===== config.mk =====
export PLATFORM = sky130hd
export DESIGN_NAME = instruction_encoder
export DESIGN_NICKNAME = d
export VERILOG_FILES = /design/src/rtl/grizzly_isa_pkg.sv /design/src/rtl/instr_fifo.sv /design/src/rtl/instruction_encoder.sv
export SDC_FILE = /design/constraint.sdc
export NUM_CORES = 1
export LEC_CHECK = 0
export CAP_MARGIN = 20
export CELL_PAD_IN_SITES_DETAIL_PLACEMENT = 1
export CELL_PAD_IN_SITES_GLOBAL_PLACEMENT = 1
export CORE_MARGIN = 2
export CORE_UTILIZATION = 44
export CTS_CLUSTER_SIZE = 28
export DETAILED_ROUTE_END_ITERATION = 16
export PLACE_DENSITY_LB_ADDON = 0.25
export SYNTH_ARGS = -nofsm -noshare
export SYNTH_HDL_FRONTEND = slang
export SYNTH_SLANG_ARGS = --single-unit

===== constraint.sdc =====
create_clock -name Clock -period 3.15 [get_ports Clock]
set_clock_uncertainty 0.05 [all_clocks]
set_input_delay 0.63 -clock Clock [delete_from_list [all_inputs] [get_ports Clock]]
set_output_delay 0.63 -clock Clock [all_outputs]
set_load 0.005 [all_outputs]

===== src/rtl/grizzly_isa_pkg.sv =====
// Grizzly541A ISA constants shared by the instruction encoder and the core decoder.
// Opcode values and the bit positions of each field in the 16-bit instruction word.
package grizzly_isa_pkg;

    localparam logic [2:0] OP_ARITH   = 3'b000;
    localparam logic [2:0] OP_LOGIC   = 3'b001;
    localparam logic [2:0] OP_BRANCH  = 3'b010;
    localparam logic [2:0] OP_CALL    = 3'b011;
    localparam logic [2:0] OP_PUSH    = 3'b100;
    localparam logic [2:0] OP_LDI     = 3'b101;
    localparam logic [2:0] OP_ILLEGAL = 3'b110;
    localparam logic [2:0] OP_LDR     = 3'b111;

    localparam int INSTR_W    = 16;

    localparam int OPC_LSB    = 0;
    localparam int OPC_MSB    = 2;
    localparam int FUNC_LSB   = 3;
    localparam int FUNC_MSB   = 4;
    localparam int LDIREG_LSB = 3;
    localparam int LDIREG_MSB = 7;
    localparam int IMM_LSB    = 8;
    localparam int IMM_MSB    = 15;
    localparam int RS1_LSB    = 5;
    localparam int RS1_MSB    = 9;
    localparam int RS2_LSB    = 10;
    localparam int RS2_MSB    = 14;

endpackage


===== src/rtl/instr_fifo.sv =====
// First-word-fall-through FIFO of encoded instruction words with an occupancy count.
// Push is ignored when full and pop is ignored when empty, so callers may drive them freely.
module instr_fifo #(
    parameter  int DEPTH = 4,
    parameter  int W     = 16,
    localparam int CW    = $clog2(DEPTH) + 1,
    localparam int AW    = $clog2(DEPTH)
) (
    input  logic          Clock,
    input  logic          ResetN,
    input  logic          i_push,
    input  logic [W-1:0]  i_data,
    input  logic          i_pop,
    output logic          o_full,
    output logic          o_valid,
    output logic [W-1:0]  o_data,
    output logic [CW-1:0] o_count
);

    logic [W-1:0]  r_mem [DEPTH];
    logic [AW-1:0] r_wr_ptr;
    logic [AW-1:0] r_rd_ptr;
    logic [CW-1:0] r_count;

    logic w_push;
    logic w_pop;

    assign o_full  = (r_count == CW'(DEPTH));
    assign o_valid = (r_count != '0);
    assign w_push  = i_push && !o_full;
    assign w_pop   = i_pop && o_valid;

    // Head is read combinationally so a new word is visible the cycle after it is written.
    assign o_data  = o_valid ? r_mem[r_rd_ptr] : '0;
    assign o_count = r_count;

    always_ff @(posedge Clock) begin
        if (w_push) begin
            r_mem[r_wr_ptr] <= i_data;
        end
    end

    // DEPTH is a power of two, so the pointers wrap by natural overflow.
    always_ff @(posedge Clock or negedge ResetN) begin
        if (!ResetN) begin
            r_wr_ptr <= '0;
            r_rd_ptr <= '0;
            r_count  <= '0;
        end else begin
            if (w_push) begin
                r_wr_ptr <= r_wr_ptr + AW'(1);
            end
            if (w_pop) begin
                r_rd_ptr <= r_rd_ptr + AW'(1);
            end
            case ({w_push, w_pop})
                2'b10:   r_count <= r_count + CW'(1);
                2'b01:   r_count <= r_count - CW'(1);
                default: r_count <= r_count;
            endcase
        end
    end

endmodule


===== src/rtl/instruction_encoder.sv =====
// Packs field-level requests into Grizzly541A instruction words and queues them in a FWFT FIFO.
// Illegal-opcode requests are consumed without being queued and raise a sticky flag.
module instruction_encoder #(
    parameter  int DEPTH = 4,
    localparam int CW    = $clog2(DEPTH) + 1
) (
    input  logic          Clock,
    input  logic          ResetN,
    input  logic          InValid,
    output logic          InReady,
    input  logic [2:0]    InOpcode,
    input  logic [1:0]    InFunc,
    input  logic [4:0]    InRegA,
    input  logic [4:0]    InRegB,
    input  logic [7:0]    InImm,
    output logic          OutValid,
    input  logic          OutReady,
    output logic [15:0]   OutInstr,
    output logic [CW-1:0] Count,
    output logic          IllegalOp,
    input  logic          ErrClear,
    output logic [15:0]   EncodedTotal
);

    import grizzly_isa_pkg::*;

    logic [INSTR_W-1:0] w_word;
    logic               w_accept;
    logic               w_is_illegal;
    logic               w_push;
    logic               w_pop;
    logic               w_full;
    logic               r_illegal;
    logic [15:0]        r_total;

    always_comb begin
        w_word = '0;
        w_word[OPC_MSB:OPC_LSB] = InOpcode;
        case (InOpcode)
            OP_ARITH, OP_LOGIC, OP_LDR: begin
                w_word[FUNC_MSB:FUNC_LSB] = InFunc;
                w_word[RS1_MSB:RS1_LSB]   = InRegA;
                w_word[RS2_MSB:RS2_LSB]   = InRegB;
            end
            OP_LDI: begin
                w_word[LDIREG_MSB:LDIREG_LSB] = InRegA;
                w_word[IMM_MSB:IMM_LSB]       = InImm;
            end
            OP_BRANCH, OP_CALL: begin
                w_word[FUNC_MSB:FUNC_LSB] = InFunc;
                w_word[IMM_MSB:IMM_LSB]   = InImm;
            end
            OP_PUSH: begin
                w_word[RS1_MSB:RS1_LSB] = InRegA;
            end
            default: begin
                w_word = '0;
            end
        endcase
    end

    // Ready depends on occupancy only; a simultaneous pop does not open a slot for a full FIFO.
    assign InReady      = !w_full;
    assign w_accept     = InValid && InReady;
    assign w_is_illegal = (InOpcode == OP_ILLEGAL);
    assign w_push       = w_accept && !w_is_illegal;
    assign w_pop        = OutValid && OutReady;

    instr_fifo #(
        .DEPTH (DEPTH),
        .W     (INSTR_W)
    ) u_fifo (
        .Clock   (Clock),
        .ResetN  (ResetN),
        .i_push  (w_push),
        .i_data  (w_word),
        .i_pop   (w_pop),
        .o_full  (w_full),
        .o_valid (OutValid),
        .o_data  (OutInstr),
        .o_count (Count)
    );

    // A new illegal accept outranks a clear in the same cycle.
    always_ff @(posedge Clock or negedge ResetN) begin
        if (!ResetN) begin
            r_illegal <= 1'b0;
            r_total   <= '0;
        end else begin
            if (w_accept && w_is_illegal) begin
                r_illegal <= 1'b1;
            end else if (ErrClear) begin
                r_illegal <= 1'b0;
            end
            if (w_push) begin
                r_total <= r_total + 16'd1;
            end
        end
    end

    assign IllegalOp    = r_illegal;
    assign EncodedTotal = r_total;

endmodule


==> results_dict.tcl, run 1 <==
set metrics [dict create \
    reg2reg_to "u_fifo.o_count[2]" \
    synth_common_cells "edfxtp_1 (64), dfrtp_1 (24), and2_1 (23)" \
    critPathTopFamily "buffers and inverters" \
    yosys_warnings 0 \
    grt_pass1_vias 2528 \
    fill_cells 843 \
    grt_usage 0.181 \
    holdPathStages 1 \
    multiInputGateArea_um2 1380 \
    synth_area_leader_cell "edfxtp_1" \
    hold_viol_final 0 \
    finalWirelength_mm 8.46 \
    design_area_um2 5010 \
    cp_cell_sequence "buf_4 > mux4_1 > and2_1 > clkdlybuf4s50_1" \
    drive_gt1_frac 0.127 \
    use_met1 0.242 \
    overflow 0 \
    critPathKind "reg -> out" \
    grt_busiest_layer "met2" \
    grt_max_degree 25 \
    synth_top_area_frac 0.478 \
    die-area_um2 9910 \
    end_kind "output port" \
    peakVddDrop_uv 460 \
    fin_ws_ns 0.239 \
    layout.nets 363 \
    holdBufCountCts 0 \
    use_met3 0.0253 \
    sw_frac_of_total 0.294 \
    power_frac_seq 0.413 \
    clock_sinks 88 \
    cp-start-kind "flip-flop" \
    vias_per_cell 5.31 \
    leakage_uw 0.00190 \
    numCtsBuffers 9 \
    place_congestion 0.753 \
    ioPinCount 66 \
    worst-path-buf-inv 2 \
    power_density_nw_per_um2 798 \
    cts_setup_buffers 0 \
    r2r_setup_slack_ns 0.68 \
    yosysSeqAreaShare 0.628 \
    place_ws_ns 0.351 \
    setup_viol 0 \
    min_to "EncodedTotal[15]" \
    switchingPower_uw 1170 \
    power_frac_clock 0.211 \
    drc_errors 0 \
    hpwl_mm 6.00 \
    worst-slew-pin-transition_ns 0.561 \
    syn_to_final_growth_pct 24.7 \
    ctsResizeCount 0 \
    coreArea_um2 8810 \
    yosys_most_used_dff "edfxtp_1" \
    maxCapViolCount 0 \
    cts_tree "done" \
    cts_buffer_depth 2 \
    first_iter_violations 151 \
    max_slew_margin 0.626 \
    r2r_start "u_fifo.o_count[0]" \
    start_util 0.456 \
    diodes 0 \
    dpl_cell_area_um2 4790 \
    syn_area_um2 4020 \
    numPortBuffers 65 \
    final-seq-area_um2 2520 \
    wl_per_cell_um 19.3 \
    synth_edf_count 64 \
    async_flop_share 0.273 \
    critical_path_arrival_ns 2.23 \
    fin_crit_sh 0.924 \
    p_int_uw 2820 \
    synth_fp_nets 288 \
    grt_first_pass_wirelength_mm 13.4 \
    status "completed" \
    ant_nets 0 \
    synthTopCellsByArea "edfxtp_1 (48%), dfrtp_1 (15%), mux4_1 (7.2%), and2_1 (3.6%), mux4_2 (2.8%)" \
    drv_slew 0 \
    cp.required_ns 2.47 \
    grt_antenna_before_repair 0 \
    clkTransAtPathRegs_ns 0.09 \
    hold_class "reg -> reg" \
    syn_inst 251 \
    die_x_um 99.6 \
    path_max_fanout 18 \
    h-tree-depth 3 \
    slowest_stage "mux4_1" \
    period_minus_slack_ns 2.91 \
    rsz0062_at_grt "no" \
    fp-row-count 34 \
    reg2reg_depth 10 \
    grt.met2_usage 0.306 \
    vias 2332 \
    die_h_um 99.6 \
    slowest_delay_ns 0.63 \
    avgSynthCellArea_um2 16.0 \
    synth-seq-cells 88 \
    worstSkewPairLatency_ns 0.35 \
    setup_tns_ns 0 \
    fmax_mhz 344 \
    synth.most_common_cell "edfxtp_1" \
    p_comb_frac 0.376 \
    synthDistinctLibCells 45 \
    hp-start "EncodedTotal[15]" \
    first_pass_iters 4 \
    root_buffer "clkbuf_8" \
]
==> kinds of logic (layout without fill, tap and decap cells) <==
family / count (synthesis) / in the layout / share of synthesized area
buf+inv: 21 / 101 / 0.0302
compound gates: 19 / 19 / 0.0367
flops: 88 / 88 / 0.628
simple gates: 72 / 72 / 0.117
mux: 21 / 21 / 0.113
xor+xnor: 21 / 21 / 0.0458
fa+ha+maj: 9 / 9 / 0.0299
==> flip-flops by register name, summed over array words and instances, names as in the netlist <==
signal           count
EncodedTotal        16
IllegalOp            1
u_fifo.o_count       3
u_fifo.r_mem        64
u_fifo.r_rd_ptr      2
u_fifo.r_wr_ptr      2
==> per-stage QoR <==
step	utilization	power (µW)	std cells	hold WS, ns
final	0.569	4000	439	0.441
after global routing	0.569	4230	439	0.446
after CTS	0.569	4050	439	0.436
after detailed placement	0.544	3200	423	0.415
after global placement	0.544	3130	423	0.409
after floorplan	-	2490	251	0.284
==> layer usage <==
| metal | share of wire | vias to the layer above |
|---|---|---|
| met5 | 0 | - |
| met3 | 0.026 | 5 |
| met4 | 0.0086 | 0 |
| li1 | - | 1091 |
| met1 | 0.44 | 1195 |
| met2 | 0.52 | 41 |
==> worst max path at each step <==
stage / start / to / slack [ns] / cells after the start
detailed placement: InOpcode[0] / u_fifo.o_count[2] / 0.35 / 10
finish: u_fifo.r_rd_ptr[0] / OutInstr[1] / 0.24 / 4
global placement: InOpcode[0] / u_fifo.o_count[2] / 0.43 / 10
CTS: u_fifo.r_rd_ptr[0] / OutInstr[9] / 0.20 / 4
global route: u_fifo.r_rd_ptr[0] / OutInstr[9] / 0.13 / 4
floorplan: InOpcode[0] / u_fifo.o_count[2] / 0.80 / 10
==> cell type report <==
cell class / count / share of cell area
clock inverters: 7 / 0.0187
multi-input cells: 142 / 0.274
inverters: 11 / 0.00824
flip-flops and latches: 88 / 0.503
clock buffers: 9 / 0.0247
repair buffers: 74 / 0.143
well taps: 108 / 0.0270
==> placed cells by master, fill, tap and decap left out, drive strengths merged <==
cell | netlist | final
or3 | 1 | 1
inv | 11 | 13
ha | 8 | 8
nor2b | 1 | 1
and4bb | 1 | 1
xor2 | 10 | 10
a21oi | 2 | 2
bufinv | 0 | 2
fa | 1 | 1
nand3 | 5 | 5
and2 | 24 | 24
a31oi | 1 | 1
buf | 7 | 9
nor3b | 1 | 1
clkinvlp | 0 | 1
mux2 | 1 | 1
edfxtp | 64 | 64
a22o | 7 | 7
clkinv | 0 | 2
clkbuf | 3 | 9
a32oi | 2 | 2
nor4 | 1 | 1
or2 | 3 | 3
nand4 | 5 | 5
mux2i | 4 | 4
mux4 | 16 | 16
a21o | 1 | 1
nand2 | 13 | 13
nand3b | 1 | 1
nor4b | 1 | 1
dfrtp | 24 | 24
o22ai | 1 | 1
a211oi | 1 | 1
and3 | 4 | 4
clkdlybuf4s50 | 0 | 65
nor3 | 3 | 3
xnor2 | 11 | 11
nor2 | 8 | 8
o21ai | 3 | 3
o32ai | 1 | 1
==> power by group through the flow <==
stage          sequential, µW  combinational, µW  clock [µW]
4_1_cts                  1650               1540         861
2_1_floorplan            1630                851           0
3_3_place_gp             1660               1470           0
6_report                 1650               1500         843
3_5_place_dp             1680               1520           0
5_1_grt                  1680               1640         906
(Power assumes the default switching activity.)
==> inputs of run 2 (changes only) <==
CORE_MARGIN = not set   (was 2)
==> run 2 against run 1 <==
Effect of this change: cell area is 0.30% higher; cell count is 0.23% higher; count of clock-buffer cells in the layout stayed put; flip-flop and latch count stayed put; wire length is 2.2% higher; sequential share of layout area is 0.15 points lower; combinational power hardly changed; critical endpoint is now OutInstr[0].
==> results_dict.tcl, run 2 (same netlist as run 1, synthesis figures left out) <==
set metrics [dict create \
    vias_per_cell 5.36 \
    final_cell_mix "clkdlybuf4s50_1 (65), edfxtp_1 (64), dfrtp_1 (24), and2_1 (23), nand2_1 (12)" \
    die_h_um 97.6 \
    max_slew_margin 0.589 \
    first_pass_iters 6 \
    clock_sinks 88 \
    slowest_stage "or3_1" \
    grt_usage 0.192 \
    end_kind "output port" \
    critPathKind "reg -> out" \
    fin_crit_sh 0.919 \
    first_iter_violations 95 \
    worstSkewPairLatency_ns 0.35 \
    fill_cells 845 \
    hpwl_mm 5.94 \
    cp-start-kind "flip-flop" \
    wl_per_cell_um 19.6 \
    setup_viol 0 \
    path_max_fanout 18 \
    grt_pass1_vias 2616 \
    cp_cell_sequence "or3_1 > and2_1 > clkdlybuf4s50_1" \
    fp-row-count 34 \
    cts_tree "done" \
    diodes 0 \
    fmax_mhz 345 \
    hold_viol_final 0 \
    status "completed" \
    drive_gt1_frac 0.133 \
    overflow 0 \
    power_density_nw_per_um2 804 \
    numPortBuffers 65 \
    peakVddDrop_uv 384 \
    grt_first_pass_wirelength_mm 13.8 \
    fin_util 0.573 \
    clkTransAtPathRegs_ns 0.08 \
    layout.nets 364 \
    setup_tns_ns 0 \
    leakage_uw 0.00191 \
    layout_commonest_cell "clkdlybuf4s50_1" \
    place_congestion 0.729 \
    maxCapViolCount 0 \
    ioPinCount 66 \
    slowest_delay_ns 0.66 \
    ant_nets 0 \
    coreArea_um2 8760 \
    largest_reg_flops 64 \
    critical_path_arrival_ns 2.21 \
    drc_errors 0 \
    die_x_um 97.6 \
    grt_max_degree 25 \
    final-seq-area_um2 2520 \
    rsz0062_at_grt "no" \
    grt_antenna_before_repair 0 \
    die-area_um2 9520 \
    drv_slew 0 \
    worst-slew-pin-transition_ns 0.617 \
    numCtsBuffers 9 \
    holdBufCountCts 0 \
    finalWirelength_mm 8.65 \
    root_buffer "clkbuf_8" \
    multiInputGateArea_um2 1380 \
    start_util 0.459 \
    ctsResizeCount 0 \
    syn_to_final_growth_pct 25.0 \
    vias 2360 \
    cts_setup_buffers 0 \
    period_minus_slack_ns 2.89 \
    cts_buffer_depth 2 \
    largest_register "u_fifo.r_mem" \
    cp.required_ns 2.47 \
    hold_class "reg -> reg" \
    h-tree-depth 3 \
]
-- run 2: changes by cell type in the layout (fill, tap and decap cells not counted) --
cell	change
clkinvlp_4	+1
buf_4	+1
clkinv_1	-1
clkinv_2	-1
inv_6	+1
-- run 2: path summary, 6_finish.rpt --
check,start,endpoint,slack (ns),depth (start not counted)
min,EncodedTotal[14],EncodedTotal[14],0.45,1
min in group asynchronous,ResetN,IllegalOp,0.59,2
min reg2reg,EncodedTotal[14],EncodedTotal[14],0.45,1
max reg2reg,u_fifo.o_count[0],u_fifo.o_count[2],0.67,8
max,u_fifo.o_count[0],OutInstr[0],0.26,3
max in group asynchronous,ResetN,EncodedTotal[14],2.22,2
-- run 2: per-layer routing --
metal / part of all wire / GRT usage / up-vias
li1: - / - / 1098
met3: 0.025 / 0.0338 / 9
met5: 0 / 0 / -
met1: 0.44 / 0.242 / 1212
met2: 0.52 / 0.333 / 41
met4: 0.013 / 0.0701 / 0
-- run 2: layout make-up --
| cell class | count | share of cell area |
|---|---|---|
| flip-flops and latches | 88 | 0.502 |
| well taps | 108 | 0.0269 |
| repair buffers | 75 | 0.144 |
| clock inverters | 7 | 0.0202 |
| clock buffers | 9 | 0.0247 |
| multi-input cells | 142 | 0.274 |
| inverters | 11 | 0.00822 |
-- run 2: per-stage QoR --
| stage | setup WS (ns) | instances | instance area [µm²] | hold WS (ns) | total power [µW] |
|---|---|---|---|---|---|
| finish | 0.255 | 440 | 5020 | 0.449 | 4040 |
| global route | 0.136 | 440 | 5020 | 0.463 | 4260 |
| CTS | 0.203 | 440 | 5020 | 0.452 | 4100 |
| detailed placement | 0.261 | 424 | 4800 | 0.438 | 3220 |
| global placement | 0.389 | 424 | 4800 | 0.407 | 3160 |
| floorplan | 0.799 | 251 | 4020 | 0.284 | 2490 |
-- run 2: critical path, delay by kind of cell, from the launching register on --
kind / cells / cell delay (ns)
buf+inv: 1 / 0.46
flops: 1 / 0.46
simple gates: 2 / 0.94
-- run 2: report_power, final --
group / switching [µW] / internal, µW
logic: 643 / 876
registers: 150 / 1510
clock network: 413 / 455
==> inputs of run 3 (changes only) <==
PLACE_DENSITY = 0.81   (was not set)
PLACE_DENSITY_LB_ADDON = not set   (was 0.25)
==> run 3 against run 2 <==
Effect of this change: combinational power barely moved; cell area barely moved; die area did not move; clock power rose by 6.3%; fmax fell by 1.5%; sequential share of layout area barely moved; non-clock buffer count fell by 1; wire length rose by 2.1%; core utilization barely moved; count of clock-buffer cells in the layout rose by 1; critical path depth rose by 1; critical endpoint is now OutInstr[4]; largest cell class unchanged; largest power group unchanged.
==> results_dict.tcl, run 3 (same netlist as run 1, synthesis figures left out) <==
set metrics [dict create \
    critical_path_arrival_ns 2.26 \
    fmax_mhz 340 \
    h-tree-depth 3 \
    p_int_uw 2900 \
    path_max_fanout 8 \
    final_cell_mix "clkdlybuf4s50_1 (65), edfxtp_1 (64), dfrtp_1 (23), and2_1 (23), nand2_1 (12)" \
    fp-row-count 34 \
    diodes 0 \
    largest_register "u_fifo.r_mem" \
    cts_buffer_depth 2 \
    p_comb_frac 0.363 \
    numPortBuffers 65 \
    holdBufCountCts 0 \
    largest_reg_flops 64 \
    overflow 0 \
    switchingPower_uw 1190 \
    ant_nets 0 \
    sw_frac_of_total 0.291 \
    place_congestion 0.713 \
    peakVddDrop_uv 318 \
    clkTransAtPathRegs_ns 0.09 \
    fin_crit_sh 0.933 \
    dp.cells 423 \
    coreArea_um2 8760 \
    grt_max_degree 25 \
    grt_pass1_vias 2555 \
    maxCapViolCount 0 \
    drive_gt1_frac 0.127 \
    power_density_nw_per_um2 814 \
    leakage_uw 0.00191 \
    drv_slew 0 \
    hold_viol_final 0 \
    worstSkewPairLatency_ns 0.37 \
    layout.nets 363 \
    die_x_um 97.6 \
    cts_setup_buffers 0 \
    hold_class "reg -> reg" \
    die-area_um2 9520 \
    die_h_um 97.6 \
    vias 2372 \
    period_minus_slack_ns 2.94 \
    vias_per_cell 5.40 \
    drc_errors 0 \
    clock_sinks 88 \
    status "completed" \
    cts_tree "done" \
    layout_commonest_cell "clkdlybuf4s50_1" \
    first_pass_iters 4 \
    cp.required_ns 2.47 \
    finalWirelength_mm 8.83 \
    end_kind "output port" \
    hpwl_mm 6.20 \
    fill_cells 839 \
    cp-start-kind "flip-flop" \
    syn_to_final_growth_pct 25.1 \
    worst-slew-pin-transition_ns 0.538 \
    grt_first_pass_wirelength_mm 14.1 \
    grt_usage 0.201 \
    ioPinCount 66 \
    first_iter_violations 129 \
    setup_viol 0 \
    max_slew_margin 0.641 \
    start_util 0.459 \
    critPathKind "reg -> out" \
    wl_per_cell_um 20.1 \
    power_frac_clock 0.225 \
    setup_tns_ns 0 \
    numCtsBuffers 9 \
    rsz0062_at_grt "no" \
    ctsResizeCount 0 \
    root_buffer "clkbuf_8" \
    power_frac_seq 0.412 \
    grt_antenna_before_repair 0 \
    fin_cells 439 \
]
## run 3: metal layers
metal	wire length, µm	GRT usage
met1	3710	0.249
met4	147	0.0679
met3	308	0.0468
met2	4660	0.347
met5	0	0
## run 3: cell type report
cell class / instances / area, µm² / share of cell area
sequential: 88 / 2520 / 0.502
multi-input combinational: 142 / 1380 / 0.273
timing repair buffer: 74 / 718 / 0.143
tap: 108 / 135 / 0.0269
clock buffer: 10 / 128 / 0.0254
clock inverter: 6 / 108 / 0.0214
inverter: 11 / 41.3 / 0.00821
## run 3: final timing paths
check | start | to | slack, ns | cells after the start
min reg2reg | EncodedTotal[15] | EncodedTotal[15] | 0.43 | 1
max in group asynchronous | ResetN | u_fifo.r_rd_ptr[0] | 2.20 | 2
min in group asynchronous | ResetN | EncodedTotal[15] | 0.58 | 2
max | u_fifo.r_rd_ptr[0] | OutInstr[4] | 0.21 | 4
max reg2reg | u_fifo.o_count[0] | u_fifo.o_count[2] | 0.65 | 8
min | EncodedTotal[15] | EncodedTotal[15] | 0.43 | 1
## run 3: metrics by stage
| stage | utilization | hold WS, ns | setup slack [ns] | total power (µW) | area, µm² |
|---|---|---|---|---|---|
| after global routing | 0.574 | 0.435 | 0.113 | 4310 | 5030 |
| after global placement | 0.547 | 0.408 | 0.295 | 3140 | 4790 |
| after detailed placement | 0.547 | 0.419 | 0.174 | 3210 | 4790 |
| final | 0.574 | 0.430 | 0.210 | 4090 | 5030 |
| after floorplan | - | 0.284 | 0.799 | 2490 | 4020 |
| after CTS | 0.574 | 0.432 | 0.0651 | 4150 | 5030 |
## run 3: power by group through the flow
| stage | Sequential, µW | Clock (µW) | Combinational, µW |
|---|---|---|---|
| floorplan | 1630 | 0 | 851 |
| global placement | 1680 | 0 | 1460 |
| detailed placement | 1710 | 0 | 1500 |
| CTS | 1690 | 940 | 1520 |
| global route | 1720 | 983 | 1610 |
| finish | 1690 | 922 | 1490 |
## run 3: critical path: stages (launching register included)
cell and delay, ns:
dfrtp_2 0.50, buf_4 0.22, mux4_1 0.57, and2_1 0.17, clkdlybuf4s50_1 0.44
